<file path="src/rtl/tof_pkg.sv">
// Shared constants, state encoding and bus-slicing helper for the time-of-flight collector.
package tof_pkg;

    typedef logic [1:0] state_t;

    localparam state_t IDLE   = 2'd0;
    localparam state_t ARMED  = 2'd1;
    localparam state_t OUTPUT = 2'd2;

    localparam int TS_W_DEF    = 32;
    localparam int TIMEOUT_DEF = 60000;

    // LSB of channel i inside a flat bus of w-bit lanes: bus[ch_lsb(i, w) +: w]
    function automatic int ch_lsb(input int i, input int w);
        return i * w;
    endfunction

endpackage

</file>
<file path="src/rtl/tof_channel.sv">
// Per-channel rise detector, first-hit latch and time-of-flight subtractor.
// Hit/tof register one cycle after the rising edge; no backpressure (pure capture).
module tof_channel
    import tof_pkg::*;
#(
    parameter int TS_W = TS_W_DEF
) (
    input  logic            clk_i,
    input  logic            rst_ni,
    input  logic            ch_valid_i,
    input  logic [TS_W-1:0] stamp_i,
    input  logic [TS_W-1:0] t0_i,
    input  logic            clear_i,
    input  logic            capture_en_i,
    output logic            rise_o,
    output logic            hit_o,
    output logic [TS_W-1:0] tof_o
);

    logic            valid_d_q;
    logic            hit_q, hit_d;
    logic [TS_W-1:0] tof_q, tof_d;

    assign rise_o = ch_valid_i & ~valid_d_q;
    assign hit_o  = hit_q;
    assign tof_o  = tof_q;

    // Only the first rise after arming is kept; the subtraction wraps with the counter.
    always_comb begin
        hit_d = hit_q;
        tof_d = tof_q;
        if (clear_i) begin
            hit_d = 1'b0;
            tof_d = '0;
        end else if (capture_en_i && rise_o && !hit_q) begin
            hit_d = 1'b1;
            tof_d = stamp_i - t0_i;
        end
    end

    always_ff @(posedge clk_i or negedge rst_ni) begin
        if (!rst_ni) begin
            valid_d_q <= 1'b0;
            hit_q     <= 1'b0;
            tof_q     <= '0;
        end else begin
            valid_d_q <= ch_valid_i;
            hit_q     <= hit_d;
            tof_q     <= tof_d;
        end
    end

endmodule

</file>
<file path="src/rtl/tof_collector.sv">
// Collects first hit per receiver after each emission and emits one time-of-flight frame.
// Frame valid on the edge of the closing hit/timeout; held until frame_ready, emissions meanwhile flag overrun.
module tof_collector
    import tof_pkg::*;
#(
    parameter int NUM_CH  = 4,
    parameter int TS_W    = TS_W_DEF,
    parameter int TIMEOUT = TIMEOUT_DEF
) (
    input  logic                   clk_i,
    input  logic                   rst_ni,
    input  logic                   tx_start_i,
    input  logic [TS_W-1:0]        time_cnt_i,
    input  logic [NUM_CH-1:0]      ch_valid_i,
    input  logic [NUM_CH*TS_W-1:0] ch_stamp_i,
    output logic                   frame_valid_o,
    input  logic                   frame_ready_i,
    output logic [NUM_CH*TS_W-1:0] frame_tof_o,
    output logic [NUM_CH-1:0]      frame_hit_mask_o,
    output logic                   frame_timeout_o,
    output logic                   busy_o,
    output logic                   overrun_o
);

    state_t            state_q, state_d;
    logic [TS_W-1:0]   t0_q, t0_d;
    logic              frame_valid_q, frame_valid_d;
    logic              frame_timeout_q, frame_timeout_d;
    logic              overrun_q, overrun_d;

    logic [NUM_CH-1:0] rise, hit;
    logic              arm, capture_en, all_hit, timed_out;
    logic [TS_W-1:0]   elapsed;

    for (genvar g = 0; g < NUM_CH; g++) begin : g_ch
        tof_channel #(.TS_W(TS_W)) u_ch (
            .clk_i        (clk_i),
            .rst_ni       (rst_ni),
            .ch_valid_i   (ch_valid_i[g]),
            .stamp_i      (ch_stamp_i[ch_lsb(g, TS_W) +: TS_W]),
            .t0_i         (t0_q),
            .clear_i      (arm),
            .capture_en_i (capture_en),
            .rise_o       (rise[g]),
            .hit_o        (hit[g]),
            .tof_o        (frame_tof_o[ch_lsb(g, TS_W) +: TS_W])
        );
    end

    // A hit registering this cycle counts towards closing the frame on the same edge.
    assign all_hit   = &(hit | rise);
    assign elapsed   = time_cnt_i - t0_q;
    assign timed_out = (elapsed >= TS_W'(TIMEOUT));

    always_ff @(posedge clk_i or negedge rst_ni) begin
        if (!rst_ni) begin
            state_q <= IDLE;
        end else begin
            state_q <= state_d;
        end
    end

    always_comb begin
        state_d = state_q;
        case (state_q)
            IDLE:    if (tx_start_i)              state_d = ARMED;
            ARMED:   if (all_hit || timed_out)    state_d = OUTPUT;
            OUTPUT:  if (frame_ready_i)           state_d = IDLE;
            default:                              state_d = IDLE;
        endcase
    end

    always_comb begin
        arm             = (state_q == IDLE) && tx_start_i;
        capture_en      = (state_q == ARMED);
        busy_o          = (state_q != IDLE);
        t0_d            = arm ? time_cnt_i : t0_q;
        overrun_d       = tx_start_i && (state_q != IDLE);
        frame_valid_d   = frame_valid_q;
        frame_timeout_d = frame_timeout_q;
        if (arm) begin
            frame_timeout_d = 1'b0;
        end else if (capture_en && (all_hit || timed_out)) begin
            frame_valid_d   = 1'b1;
            frame_timeout_d = !all_hit;
        end else if ((state_q == OUTPUT) && frame_ready_i) begin
            frame_valid_d   = 1'b0;
        end
    end

    always_ff @(posedge clk_i or negedge rst_ni) begin
        if (!rst_ni) begin
            t0_q            <= '0;
            frame_valid_q   <= 1'b0;
            frame_timeout_q <= 1'b0;
            overrun_q       <= 1'b0;
        end else begin
            t0_q            <= t0_d;
            frame_valid_q   <= frame_valid_d;
            frame_timeout_q <= frame_timeout_d;
            overrun_q       <= overrun_d;
        end
    end

    assign frame_valid_o    = frame_valid_q;
    assign frame_timeout_o  = frame_timeout_q;
    assign frame_hit_mask_o = hit;
    assign overrun_o        = overrun_q;

endmodule

</file>
<file path="config.mk">
export PLATFORM = sky130hd
export DESIGN_NAME = tof_collector
export DESIGN_NICKNAME = d
export VERILOG_FILES = /design/src/rtl/tof_pkg.sv /design/src/rtl/tof_channel.sv /design/src/rtl/tof_collector.sv
export SDC_FILE = /design/constraint.sdc
export NUM_CORES = 1
export LEC_CHECK = 0
export CAP_MARGIN = 20
export CORE_AREA = 2 2 224 226
export CTS_BUF_LIST = sky130_fd_sc_hd__clkbuf_8
export CTS_CLUSTER_DIAMETER = 80
export DETAILED_ROUTE_END_ITERATION = 8
export DIE_AREA = 0 0 226 228
export PLACE_DENSITY_LB_ADDON = 0.15
export SETUP_SLACK_MARGIN = 0.15
export SLEW_MARGIN = 10
export SYNTH_ARGS = -nofsm -noshare
export SYNTH_HDL_FRONTEND = slang
export SYNTH_SLANG_ARGS = --single-unit
</file>
<file path="constraint.sdc">
create_clock -name clk_i -period 3 [get_ports clk_i]
set_input_delay 0.45 -clock clk_i [delete_from_list [all_inputs] [get_ports clk_i]]
set_output_delay 0.45 -clock clk_i [all_outputs]
set_load 0.02 [all_outputs]
</file>
==> results by group, run 1 <==
Pwr
  • P per Cell Area: 1183 mW/mm^2
  • Pleak: 10.76 nW
  • Worst IR Drop VDD: 0.4136 mV

Status
  • Status: finished with violations
  • Failing checks: negative setup slack

CTS
  • Clk sinks: 173
  • Clk_lat worst skew: 580 ps
  • Num CTS Buffers: 17
  • # H-tree levels: 4
  • Clk slew on worst S/H paths: 100 ps
  • CTS Root Cell: clkbuf_8
  • CTS tree: yes
  • Max clock buf depth: 2

Worst setup path
  • CP Max Fanout: 4
  • CP max stage cell: dfrtp_2
  • Crit-path max cell delay: 470 ps
  • CP required: 3460 ps
  • R2R depth: 14
  • Reg2reg end: state_q[1]$_DFFE_PN0P_
  • Kind of critical path: reg -> reg
  • Crit-path cells: buf_6 > ha_4 > inv_2 > fa_2 > a211o_1 > a21oi_4 > o31a_4 > o21ai_4 > a31oi_2 > and2_1 > a2111o_1 > nor4_4 > and3_4 > o22ai_1
  • Reg-to-reg startpoint: t0_q[0]$_DFFE_PN0P_
  • Reg2reg setup slack: -180 ps
  • CP Capture Type: flop
  • CP startpoint: t0_q[0]$_DFFE_PN0P_
  • Crit path to: state_q[1]$_DFFE_PN0P_
  • Critical path arrival: 3630 ps
  • Startpoint Class: flop

GRT
  • Initial antenna violation count: 9
  • First-pass GRT wire length: 91,070 um
  • Grt total ovfl: 0
  • Vias in the first global route: 15,520
  • Total Routing Usage GR: 23.65%
  • Largest net degree at the start of global routing: 84

STA
  • Layout Skew: 23.07 ps
  • Pins Over Slew Limit: 0
  • Worst-Margin Slew: 658.3 ps
  • Final period utilization: 105.9%
  • Worst Setup Slack, final: -176.6 ps
  • Fmax: 314.8 MHz
  • RSZ-0062 raised after global routing: true
  • Min Tclk post-route: 3177 ps
  • Setup_tns: -1151 ps
  • Slew Limit Headroom: 55.65%
  • Final Hold Violating Endpoints: 0
  • Setup violators final: 13
  • WHS: 245.9 ps

Layout
  • Final net count: 2,735
  • Share of layout cells above drive strength 1: 30.83%
  • Synth-to-Final Area Change: 63.37%

Yosys
  • Mapped Area: 0.01455 sq mm
  • Synth top cells by count: 185 x o21ai_0, 173 x dfrtp_1, 155 x ha_1
  • Syn Area/Cell: 8.539 sq um
  • Syn nets: 2,032
  • Dominant cell by count in the synthesized netlist: o21ai_0
  • Fraction of registers with async set/reset: 100.0%
  • Main synth FF type: dfrtp_1
  • EDFF count, synth: 0
  • Synth top area share: 29.75%
  • Area leader, netlist: dfrtp_1
  • Synth cell types: 82
  • YS warnings: 0
  • Cell count after synthesis: 1,704
  • #FFs+latches synth: 173
  • Register area share after synthesis: 29.75%
  • Main area contributors after synthesis: dfrtp_1 30%, ha_1 13%, o21ai_0 6.4%, nand3_1 5.3%, a21oi_1 3.8%

Detailed routing
  • Routed Wire Length: 61,140 um
  • Vias/cell: 5.063
  • WL per Instance: 19.74 um
  • Drt pass-1 iters: 5
  • DRC Markers: 0
  • Detail Route Antenna Nets: 0
  • Total number of vias: 15,680
  • Initial drt markers: 867

Placed design
  • Port Buf Inserts: 303
  • Placement Setup Slack: -731.3 ps
  • Final HPWL DP: 47,920 um
  • Routability Congestion: 0.9126

Floorplanning
  • Die area: 0.05153 sq mm
  • DIE WIDTH: 226 um
  • Row count: 82
  • Die height: 228 um
  • Initial Utilization: 29.48%
  • CORE AREA: 0.04935 sq mm
  • # IOs: 304

Run
  • Max_cap viols: 0

Worst hold path
  • Worst Hold Class: in -> async
## cells by family (layout without fill, tap and decap cells)
logic type / count (synthesis) / in the layout / share of synthesized area, %
AND/OR/NAND/NOR: 496 / 496 / 17.09
multiplexers: 39 / 39 / 2.967
XOR/XNOR: 122 / 122 / 7.395
AO/OA/AOI/OAI: 565 / 565 / 24.73
buffers and inverters: 149 / 865 / 4.050
adder cells (fa/ha/maj): 160 / 160 / 14.02
other: 0 / 5 / 0
flip-flops: 173 / 173 / 29.75
## worst max-delay path, delay by kind of cell, from the launching register on
family	cells	cell delay, ps
and+or+nand+nor	3	700
adders and majority gates	2	320
DFF	1	470
AOI/OAI and AO/OA	7	1350
buffers and inverters	2	200
## report_power, final
group,internal (mW),switching [mW]
sequential,3.23,0.593
combinational,11.1,11.3
clock,0.880,1.02
total,15.2,12.9
## layout by cell type, fill, tap and decap left out, types with 20 or more instances in the layout
master,n
inv_1,60
dfrtp_1,171
nand3_1,151
a21oi_1,72
buf_12,25
buf_4,390
a21oi_2,35
ha_1,132
o21ai_1,66
clkdlybuf4s50_1,302
ha_4,22
a21o_1,67
o21a_1,20
xor2_1,56
o21ai_0,110
mux2_2,33
buf_6,32
nand2_1,92
clkbuf_8,20
xnor2_1,50
nand2b_1,29
nor2_1,87
o21ai_2,21
## per-stage QoR
step / power [mW] / cells / utilization, % / cell area [sq um]
after floorplan: 14.04 / 1704 / - / 14650
after global placement: 22.76 / 2995 / 43.31 / 21370
after detailed placement: 22.94 / 2995 / 43.31 / 21370
after CTS: 26.53 / 3060 / 46.19 / 22790
after global routing: 30.22 / 3094 / 48.15 / 23760
final: 28.13 / 3097 / 48.17 / 23770
## routing by layer
metal	GRT usage (%)	wire length [um]	share of wire (%)
met1	32.42	28780	47
met2	37.54	28250	46
met3	5.126	3022	4.9
met4	6.147	1040	1.7
met5	0	45	0.074
## cell type report
type / instances / area (sq um)
fill: 4744 / 25580
multi-input combinational: 1382 / 10940
timing repair buffer: 756 / 6912
sequential: 173 / 4332
tap: 672 / 840.8
inverter: 77 / 319.1
clock buffer: 20 / 275.3
clock inverter: 12 / 143.9
antenna: 5 / 12.51
## sequential cells by signal, indices dropped and copies added (netlist names)
signal	flops
overrun_o	1
t0_q	32
g_ch.u_ch.hit_o	4
g_ch.u_ch.valid_d_q	4
frame_valid_o	1
g_ch.u_ch.tof_o	128
frame_timeout_o	1
state_q	2
## worst min-delay path by stage
stage | cells past startpoint | to | startpoint | slack [ps]
global placement | 1 | g_ch[2].u_ch.tof_o[19]$_DFFE_PN0P_ | rst_ni | 280
floorplan | 0 | frame_timeout_o$_DFFE_PN0P_ | rst_ni | 150
finish | 2 | g_ch[2].u_ch.tof_o[21]$_DFFE_PN0P_ | rst_ni | 250
CTS | 2 | g_ch[2].u_ch.tof_o[21]$_DFFE_PN0P_ | rst_ni | 170
global route | 2 | g_ch[2].u_ch.tof_o[19]$_DFFE_PN0P_ | rst_ni | 220
detailed placement | 1 | g_ch[2].u_ch.tof_o[21]$_DFFE_PN0P_ | rst_ni | 280
## timing repair
item                       in CTS  in global routing
cloned                          0                  0
setup endpoints to repair      64                 67
resized for setup             169                170
setup buffers                  33                 32
hold buffers                    1                  0
pin swaps                      76                124
hold endpoints to repair      137                  0
Note: power is estimated with default switching activity, not from simulation.
==> run 2, diff against run 1 <==
--- a/config.mk
+++ b/config.mk
@@ -6,11 +6,11 @@
 export NUM_CORES = 1
 export LEC_CHECK = 0
 export CAP_MARGIN = 20
-export CORE_AREA = 2 2 224 226
+export CORE_AREA = 2 2 213 236
 export CTS_BUF_LIST = sky130_fd_sc_hd__clkbuf_8
 export CTS_CLUSTER_DIAMETER = 80
 export DETAILED_ROUTE_END_ITERATION = 8
-export DIE_AREA = 0 0 226 228
+export DIE_AREA = 0 0 215 238
 export PLACE_DENSITY_LB_ADDON = 0.15
 export SETUP_SLACK_MARGIN = 0.15
 export SLEW_MARGIN = 10
==> run 2 against run 1 <==
Net effect: the flow still finishes with violations (negative setup slack); sequential power barely moved; sequential cell count did not move; clock skew fell by 8.7 ps; register-to-register slack got worse by 80 ps; cell count fell by 0.81%; non-clock buffer count fell by 3; largest power group unchanged.
==> results by group, run 2 (synthesis gave the netlist of run 1 again) <==
Pwr
  • Switching share of power: 46.11%
  • P per Cell Area: 1182 mW/mm^2
  • Switching pwr: 12.85 mW
  • Pleak: 10.67 nW
  • Clock network power share: 6.8%
  • Combinational power share: 79.4%
  • Worst IR Drop VDD: 0.4088 mV
  • Sequential power share: 13.8%
  • Cell Int Power: 15.02 mW

Floorplanning
  • Die height: 238 um
  • # IOs: 304
  • DIE WIDTH: 215 um
  • Initial Utilization: 29.87%
  • Die area: 0.05117 sq mm
  • Row count: 85
  • CORE AREA: 0.04871 sq mm

Detailed routing
  • Drt pass-1 iters: 5
  • DRC Markers: 0
  • WL per Instance: 19.98 um
  • Initial drt markers: 901
  • Detail Route Antenna Nets: 0
  • Total number of vias: 15,700
  • Routed Wire Length: 61,380 um
  • Vias/cell: 5.112

STA
  • Final Hold Violating Endpoints: 0
  • Pins Over Slew Limit: 0
  • RSZ-0062 raised after global routing: true
  • Layout Skew: 14.42 ps
  • Worst Setup Slack, final: -275.9 ps
  • Min Tclk post-route: 3276 ps
  • Setup violators final: 21
  • Fmax: 305.3 MHz
  • Setup_tns: -2344 ps
  • Worst-Margin Slew: 630.8 ps
  • Slew Limit Headroom: 57.94%
  • Final period utilization: 109.2%

CTS
  • Num CTS Buffers: 17
  • Clk sinks: 173
  • Clk slew on worst S/H paths: 100 ps
  • Max clock buf depth: 2
  • CTS tree: yes
  • # H-tree levels: 4
  • Clk_lat worst skew: 530 ps
  • CTS Root Cell: clkbuf_8

Worst setup path
  • Critical path arrival: 3690 ps
  • CP required: 3420 ps
  • CP Max Fanout: 3
  • Kind of critical path: in -> reg
  • Reg2reg setup slack: -260 ps
  • Startpoint Class: input pin
  • CP Capture Type: flop

Layout
  • Final instance area: 0.02357 sq mm
  • Share of layout cells above drive strength 1: 30.19%
  • Commonest non-fill, non-tap cells in the layout: 380 x buf_4, 302 x clkdlybuf4s50_1, 171 x dfrtp_1
  • Synth-to-Final Area Change: 62.02%
  • Max reg flops: 128
  • Filler instances: 4,829
  • Most common cell after layout, fill and taps aside: buf_4
  • Util after Layout: 48.40%
  • Final net count: 2,732

Placed design
  • Final HPWL DP: 47,990 um
  • Routability Congestion: 0.9029
  • DP Area: 0.02131 sq mm
  • Port Buf Inserts: 303

Status
  • Status: finished with violations
  • Failing checks: negative setup slack

GRT
  • Vias in the first global route: 15,690
  • Grt total ovfl: 0
  • Largest net degree at the start of global routing: 66
  • Total Routing Usage GR: 23.73%
  • Initial antenna violation count: 7
  • First-pass GRT wire length: 91,850 um

Run
  • Max_cap viols: 0

Worst hold path
  • Worst Hold Class: in -> reg
run 2: cell count changes in the layout (fill, tap and decap cells not counted), sizes merged:
cell	change
clkinv	-6
clkbuf	+1
buf	-3
clkinvlp	+3
run 2: timing repair:
action	CTS	global route
pin swaps	92	143
hold buffers	1	0
hold endpoints to repair	43	0
gates resized for setup	169	172
endpoints found under the setup margin	64	70
gates cloned	0	0
buffers inserted	35	26
run 2: final timing paths:
check	from	cells after the start	endpoint
hold / removal	ch_valid_i[0]	1	g_ch[0].u_ch.valid_d_q$_DFF_PN0_
hold reg to reg	g_ch[3].u_ch.tof_o[2]$_DFFE_PN0P_	2	g_ch[3].u_ch.tof_o[2]$_DFFE_PN0P_
max in group asynchronous	rst_ni	3	g_ch[3].u_ch.tof_o[16]$_DFFE_PN0P_
setup / recovery	time_cnt_i[0]	15	state_q[1]$_DFFE_PN0P_
setup reg to reg	t0_q[0]$_DFFE_PN0P_	14	state_q[1]$_DFFE_PN0P_
min in group asynchronous	rst_ni	2	g_ch[0].u_ch.tof_o[12]$_DFFE_PN0P_
run 2: critical path: stages:
cell             delay [ps]
clkdlybuf4s50_1         490
inv_2                   120
ha_4                    140
inv_2                    30
fa_2                    340
a211o_1                 360
a221oi_2                290
or2_4                   170
a21oi_2                  50
o31ai_2                 200
buf_4                   160
a211oi_4                 60
a2111oi_4               470
and3_4                  270
o22ai_2                  80
run 2: layer usage:
| metal | share of wire, % | GRT usage [%] | wire [um] | up-vias |
|---|---|---|---|---|
| met2 | 47 | 39.07 | 28760 | 371 |
| met5 | 0 | 0 | 0 | - |
| li1 | - | - | - | 7690 |
| met4 | 2.9 | 9.258 | 1773 | 0 |
| met3 | 3.8 | 2.677 | 2337 | 58 |
| met1 | 46 | 31.90 | 28510 | 7585 |
run 2: final cells by class:
class,count,area [sq um],share of cell area (%)
Clock buffer,21,289.0,1.226
Antenna cell,5,12.51,0.05308
Timing Repair Buffer,753,6839,29.01
Multi-Input combinational cell,1382,10830,45.96
Inverter,77,315.3,1.338
Tap cell,652,815.8,3.461
Clock inverter,9,136.4,0.5785
Sequential cell,173,4332,18.37
run 2: power groups by stage:
stage / registers, mW / clock network, mW / logic (mW)
CTS: 3.85 / 1.97 / 20.6
detailed placement: 3.88 / 0 / 19.0
floorplan: 4.53 / 0 / 9.52
global route: 3.95 / 2.05 / 23.9
global placement: 3.86 / 0 / 18.9
finish: 3.84 / 1.90 / 22.1
run 2: through the flow:
stage / cells / power [mW] / setup slack, ps / hold WS (ps)
5_1_grt: 3072 / 29.91 / -405.8 / 381.1
4_1_cts: 3041 / 26.39 / -184.3 / 348.1
6_report: 3072 / 27.87 / -275.9 / 384.0
2_1_floorplan: 1704 / 14.04 / 129.4 / 154.4
3_5_place_dp: 2975 / 22.86 / -799.6 / 447.1
3_3_place_gp: 2975 / 22.71 / -828.1 / 441.6
